==> src/rtl/fetch_unit.sv <==
// fetch_unit: instruction fetch stage.
// Issues in-order word reads to instruction memory and buffers the responses
// in a small FIFO that feeds decode. Redirects from execute flush the buffer
// and discard stale in-flight responses.
// Optional feature macro: FETCH_MISALIGN_TRAP_EN (misaligned redirect traps into HALT).
//
// Handshakes:
//   imem_re/imem_addr : a request is accepted in the same cycle imem_re is high.
//                       Responses return in order on imem_rvalid/imem_rdata,
//                       one word per cycle.
//   run_out/stall     : run_out is valid. stall is not-ready. An entry is
//                       consumed on a rising edge where run_out && !stall.
//                       While stall is high, insn/pc/run_out are held.
module fetch_unit #(
  parameter int                ADDR_W     = 32,
  parameter logic [ADDR_W-1:0] RESET_PC   = '0,
  parameter int                FIFO_DEPTH = 4
) (
  input  logic              clk,
  input  logic              reset,
  input  logic              enable,
  input  logic              stall,
  input  logic              redirect_en,
  input  logic [ADDR_W-1:0] redirect_pc,
  output logic              imem_re,
  output logic [ADDR_W-1:0] imem_addr,
  input  logic              imem_rvalid,
  input  logic [31:0]       imem_rdata,
  output logic [31:0]       insn,
  output logic [ADDR_W-1:0] pc,
  output logic              run_out,
  output logic              fetch_misalign,
  output logic [1:0]        state_dbg
);

  localparam int PTR_W = $clog2(FIFO_DEPTH);
  localparam int CNT_W = PTR_W + 1;
  localparam logic [CNT_W:0] DEPTH_V = (CNT_W+1)'(FIFO_DEPTH);

`ifdef FETCH_MISALIGN_TRAP_EN
  typedef enum logic [1:0] {
    S_IDLE  = 2'd0,
    S_FETCH = 2'd1,
    S_DRAIN = 2'd2,
    S_HALT  = 2'd3
  } state_t;
`else
  typedef enum logic [1:0] {
    S_IDLE  = 2'd0,
    S_FETCH = 2'd1,
    S_DRAIN = 2'd2
  } state_t;
`endif

  state_t state, state_nx;

  logic [ADDR_W-1:0] fetch_pc;

  // Instruction buffer (data only; occupancy lives in count)
  logic [31:0]       fifo_insn [FIFO_DEPTH];
  logic [ADDR_W-1:0] fifo_pc   [FIFO_DEPTH];
  logic [PTR_W-1:0]  rd_ptr, wr_ptr;
  logic [CNT_W-1:0]  count;

  // pc tags of live (non-stale) outstanding requests, in issue order
  logic [ADDR_W-1:0] tag_q [FIFO_DEPTH];
  logic [PTR_W-1:0]  tag_rd, tag_wr;

  // outstanding counts every request in flight, stale or not;
  // discard counts how many of the oldest ones are stale.
  logic [CNT_W-1:0]  outstanding, discard;

  logic              deq, issue, resp, fifo_write, halted, bad_target;
  logic [CNT_W:0]    budget;

`ifdef FETCH_MISALIGN_TRAP_EN
  assign halted     = (state == S_HALT);
  assign bad_target = redirect_en && (redirect_pc[1:0] != 2'b00);
`else
  assign halted     = 1'b0;
  assign bad_target = 1'b0;
`endif

  // Issue/response/dequeue qualifiers
  always_comb begin
    run_out    = (count != '0);
    deq        = run_out && !stall;
    budget     = {1'b0, outstanding} + {1'b0, count} - (CNT_W+1)'(deq);
    issue      = (state == S_FETCH) && !redirect_en && (budget < DEPTH_V);
    resp       = imem_rvalid && (outstanding != '0);
    fifo_write = resp && (discard == '0) && !redirect_en && !halted;
  end

  assign imem_re   = issue;
  assign imem_addr = fetch_pc;
  assign insn      = run_out ? fifo_insn[rd_ptr] : 32'h0;
  assign pc        = run_out ? fifo_pc[rd_ptr]   : '0;
  assign state_dbg = state;

  // State register
  always_ff @(posedge clk or negedge reset) begin
    if (!reset) state <= S_IDLE;
    else        state <= state_nx;
  end

  // Next-state logic
  always_comb begin
    state_nx = state;
    case (state)
      S_IDLE:  if (enable) state_nx = S_FETCH;
      S_FETCH: if (!enable) state_nx = S_DRAIN;
      S_DRAIN: begin
        if (enable)                                        state_nx = S_FETCH;
        else if ((outstanding == '0) && (count == '0))     state_nx = S_IDLE;
      end
      default: state_nx = state;
    endcase
`ifdef FETCH_MISALIGN_TRAP_EN
    if (bad_target) state_nx = S_HALT;
`endif
  end

  // Fetch address: redirect target (word aligned) or sequential advance
  always_ff @(posedge clk or negedge reset) begin
    if (!reset)           fetch_pc <= RESET_PC;
    else if (redirect_en) fetch_pc <= redirect_pc & ~ADDR_W'(3);
    else if (issue)       fetch_pc <= fetch_pc + ADDR_W'(4);
  end

  // Buffer data write
  always_ff @(posedge clk) begin
    if (fifo_write) begin
      fifo_insn[wr_ptr] <= imem_rdata;
      fifo_pc[wr_ptr]   <= tag_q[tag_rd];
    end
  end

  // Record the pc of every issued request
  always_ff @(posedge clk) begin
    if (issue) tag_q[tag_wr] <= fetch_pc;
  end

  // Pointers and counters; a redirect flushes the buffer and marks all
  // requests still in flight after this cycle's response as stale.
  always_ff @(posedge clk or negedge reset) begin
    if (!reset) begin
      rd_ptr      <= '0;
      wr_ptr      <= '0;
      count       <= '0;
      tag_rd      <= '0;
      tag_wr      <= '0;
      outstanding <= '0;
      discard     <= '0;
    end else if (redirect_en) begin
      rd_ptr      <= '0;
      wr_ptr      <= '0;
      count       <= '0;
      tag_rd      <= tag_wr;
      discard     <= outstanding - CNT_W'(resp);
      outstanding <= outstanding - CNT_W'(resp);
    end else begin
      if (fifo_write) wr_ptr <= wr_ptr + PTR_W'(1);
      if (deq)        rd_ptr <= rd_ptr + PTR_W'(1);
      count <= count + CNT_W'(fifo_write) - CNT_W'(deq);
      if (issue)      tag_wr <= tag_wr + PTR_W'(1);
      if (fifo_write) tag_rd <= tag_rd + PTR_W'(1);
      if (resp && (discard != '0)) discard <= discard - CNT_W'(1);
      outstanding <= outstanding + CNT_W'(issue) - CNT_W'(resp);
    end
  end

`ifdef FETCH_MISALIGN_TRAP_EN
  // Sticky misaligned-redirect flag
  always_ff @(posedge clk or negedge reset) begin
    if (!reset)          fetch_misalign <= 1'b0;
    else if (bad_target) fetch_misalign <= 1'b1;
  end
`else
  assign fetch_misalign = 1'b0;
`endif

endmodule

==> config.mk <==
export PLATFORM = sky130hd
export DESIGN_NAME = fetch_unit
export DESIGN_NICKNAME = d
export VERILOG_FILES = /design/src/rtl/fetch_unit.sv
export SDC_FILE = /design/constraint.sdc
export NUM_CORES = 1
export LEC_CHECK = 0
export CORE_MARGIN = 2
export CORE_UTILIZATION = 36
export CTS_BUF_LIST = sky130_fd_sc_hd__clkbuf_4 sky130_fd_sc_hd__clkbuf_8
export CTS_CLUSTER_SIZE = 28
export DETAILED_ROUTE_END_ITERATION = 10
export DONT_BUFFER_PORTS = 1
export PLACE_DENSITY = 0.59
export SYNTH_ARGS = -nofsm -noshare
export SYNTH_HDL_FRONTEND = slang
export SYNTH_SLANG_ARGS = --single-unit
==> constraint.sdc <==
create_clock -name clk -period 3.3 [get_ports clk]
set_input_delay 0.495 -clock clk [delete_from_list [all_inputs] [get_ports clk]]
set_output_delay 0.495 -clock clk [all_outputs]
set_load 0.03 [all_outputs]
==> impl_results.md <==
- Iteration-0 DRC Markers: 552
- Syn Std Cell Area: 17000 µm²
- Yosys top cell area share: 65.1%
- Most common cell in the netlist: edfxtp_1
- Final Critical Period: 3.07 ns
- Min-delay src: redirect_en
- Hold EP: imem_addr[31]
- Nets@finish: 1139
- Placed cells: 1514
- Antenna Violating Nets Remaining: 0
- Critical Path RT: 2.80 ns
- Crit path max-delay family: adder cells
- EDFF count, synth: 368
- GRT overflow: 0
- Slowest CP cell: dfrtp_1
- Final setup fails: 0
- Power density over the cells: 752 nW/µm²
- Die Height: 221 µm
- Vias: 8550
- Fin cells: 1709
- Worst-Margin Slew: 0.820 ns
- Place WS: 0.385 ns
- Sequential share of power: 43.0%
- P&R area growth vs syn: 18.7%
- GPL Wtd Cong: 0.763
- Fraction of layout instances using a drive strength above 1: 25.9%
- Core footprint: 46600 µm²
- Leakage: 6.61 nW
- Status: completed
- Initial Util: 36.5%
- Final setup margin: 0.228 ns
- Post-Syn Instances: 906
- # IOs: 171
- Final hold viol count: 0
- WP data arrival: 2.58 ns
- Die span in x: 221 µm
- Max Clock Skew: 0.0359 ns
- H-tree levels: 3
- CP endpoint kind: output port
- DR WL/cell: 21.3 µm
- Max_slew headroom: 45.3%
- WHS Path Cells: 2
- GRT Total Usage: 15.1%
- Clock share of power: 30.1%
- CP Class: register to output port
- Drt pass-1 iters: 5
- CTS max path bufs: 3
- Ranking of synthesized cells by area: edfxtp_1, mux4_2, dfrtp_1
- Reg-to-reg startpoint: outstanding[1]
- # Max-Cap Violations: 0
- Seq cells post-synth: 417
- Via density: 5.00
- Number of port buffers: 0
- Rows: 79
- Yosys top cell by area: edfxtp_1
- Buf+Inv Stages, Crit Path: 3
- DRC violations left: 0
- Vias in the first global route: 9155
- Worst min-delay path category: input port to register
- Library cells used by synthesis: 43
- Power consumption: 15.2 mW
- Global-route wire length before repair: 56000 µm
- Max stage delay on crit path: 0.38 ns
- Crit-path max FO: 9
- Part of the cycle the worst path needs: 93.1%
- CTS buffer count: 72
- Switching pwr: 5.04 mW
- TNS Setup: 0 ns
- Reg-to-Reg End: tag_q[2][5]
- Seq/Total Area, Yosys: 72.3%
- Initial antenna violation count: 2
- Crit path launch type: register
- Sink Count: 417
- Crit path cell chain: inv_1, ha_1, inv_1, ha_1, nand4_1, o21a_1, a211oi_2, buf_4
- Largest net degree at the start of global routing: 74
- Pins Over Slew Limit: 0
- Ant. Diodes: 0
- HPWL after DPL: 22400 µm
- Max Clk Rate: 0.326 GHz
- Unrepaired setup endpoints after global routing: no
- Detailed Route WL: 36300 µm
- Maximum VDD drop: 0.000529 V
- Clock Latency Late Sink: 0.63 ns
- Root Buffer: clkbuf_8
- Avg Cell Area, Syn: 18.7 µm²
- Ys async rst share: 11.8%
- CTS tree: done
- Switching part of the total: 33.3%
- P_int: 10.1 mW
- Worst-path clk slew: 0.06 ns
- Most used DFF post-synth: edfxtp_1
- FF-to-FF setup slack: 0.43 ns
- Post-synth top cells: edfxtp_1, mux4_2, and2_1, nand2_1, dfrtp_1
- R2r worst-path depth: 10
- Die ar.: 48900 µm²
- Gate power share: 26.9%
- FILL cells: 4052
- Yosys warning total: 0
## flip-flops by register name (all words and copies together), names as in the netlist
name,flops
rd_ptr,2
fifo_pc,120
tag_rd,2
state_dbg,2
count,3
tag_q,120
wr_ptr,2
imem_addr,30
outstanding,3
tag_wr,2
discard,3
fifo_insn,128
## routing by layer
layer	global-route usage, %	vias to the layer above	share of wire [%]
met3	3.80	58	5.8
met5	0	-	0
met2	24.4	230	48
li1	-	3837	-
met1	19.7	4425	44
met4	5.63	0	2.1
## power by group through the flow
stage	combinational, mW	sequential [mW]	clock [mW]
detailed placement	4.05	6.65	0
floorplan	3.32	6.44	0
CTS	4.17	6.54	4.74
global route	4.41	6.57	4.98
finish	4.07	6.52	4.56
global placement	4.01	6.64	0
## cells in the final DEF, fill, tap and decap left out, types with 5 or more instances in the layout
| cell type | n |
|---|---|
| edfxtp_1 | 368 |
| mux4_2 | 92 |
| clkbuf_8 | 74 |
| and2_1 | 65 |
| dlygate4sd3_1 | 64 |
| nand2_1 | 52 |
| dfrtp_1 | 45 |
| xnor2_1 | 32 |
| buf_4 | 31 |
| o21ai_0 | 27 |
| clkbuf_4 | 26 |
| inv_1 | 25 |
| ha_1 | 20 |
| clkinv_1 | 16 |
| buf_12 | 14 |
| nand3_1 | 12 |
| nor2_1 | 10 |
| a21oi_1 | 10 |
| nand4_1 | 8 |
| a2111oi_2 | 8 |
| a211oi_1 | 8 |
| xor2_1 | 7 |
| o21ai_1 | 6 |
| nor2b_1 | 5 |
| and3_1 | 5 |
| conb_1 | 5 |
| clkinv_2 | 5 |
## final cells by class
type | instances | area [µm²] | share of cell area (%)
sequential | 417 | 12300 | 60.9
multi-input combinational | 419 | 4400 | 21.8
clock buffer | 100 | 1210 | 6.02
timing repair buffer | 111 | 1210 | 6.00
tap | 607 | 759 | 3.77
clock inverter | 29 | 189 | 0.937
inverter | 26 | 97.6 | 0.484
## stage by stage
| step | hold slack, ns | instance area, µm² | utilization, % |
|---|---|---|---|
| after detailed placement | 0.201 | 18100 | 38.8 |
| after CTS | 0.00905 | 20200 | 43.3 |
| after floorplan | 0.199 | 17000 | - |
| after global placement | 0.201 | 18100 | 38.8 |
| final | 0.0761 | 20200 | 43.3 |
| after global routing | 0.0679 | 20200 | 43.3 |
## worst max-delay path by stage
stage                     cells after the start           start            to
after floorplan                               8           stall  tag_q[0][10]
after global placement                        9           stall   tag_q[2][3]
after detailed placement                      9           stall   tag_q[2][5]
after CTS                                     8        count[0]       imem_re
after global routing                          8  outstanding[1]       imem_re
final                                         8  outstanding[1]       imem_re
## cells by family after synthesis
kind of cell / share of synthesized area (%)
other: 0.0221
AND/OR/NAND/NOR: 5.74
adder cells (fa/ha/maj): 1.71
multiplexers: 12.6
buffers and inverters: 1.99
flip-flops: 72.3
AO/OA/AOI/OAI: 3.62
XOR/XNOR: 2.01
## timing repair
item,CTS,global route
hold endpoints to repair,222,0
hold buffers,66,0
setup buffers,0,0
resized for setup,0,1
setup endpoints to repair,0,1
Note: power is estimated with default switching activity, not from simulation.
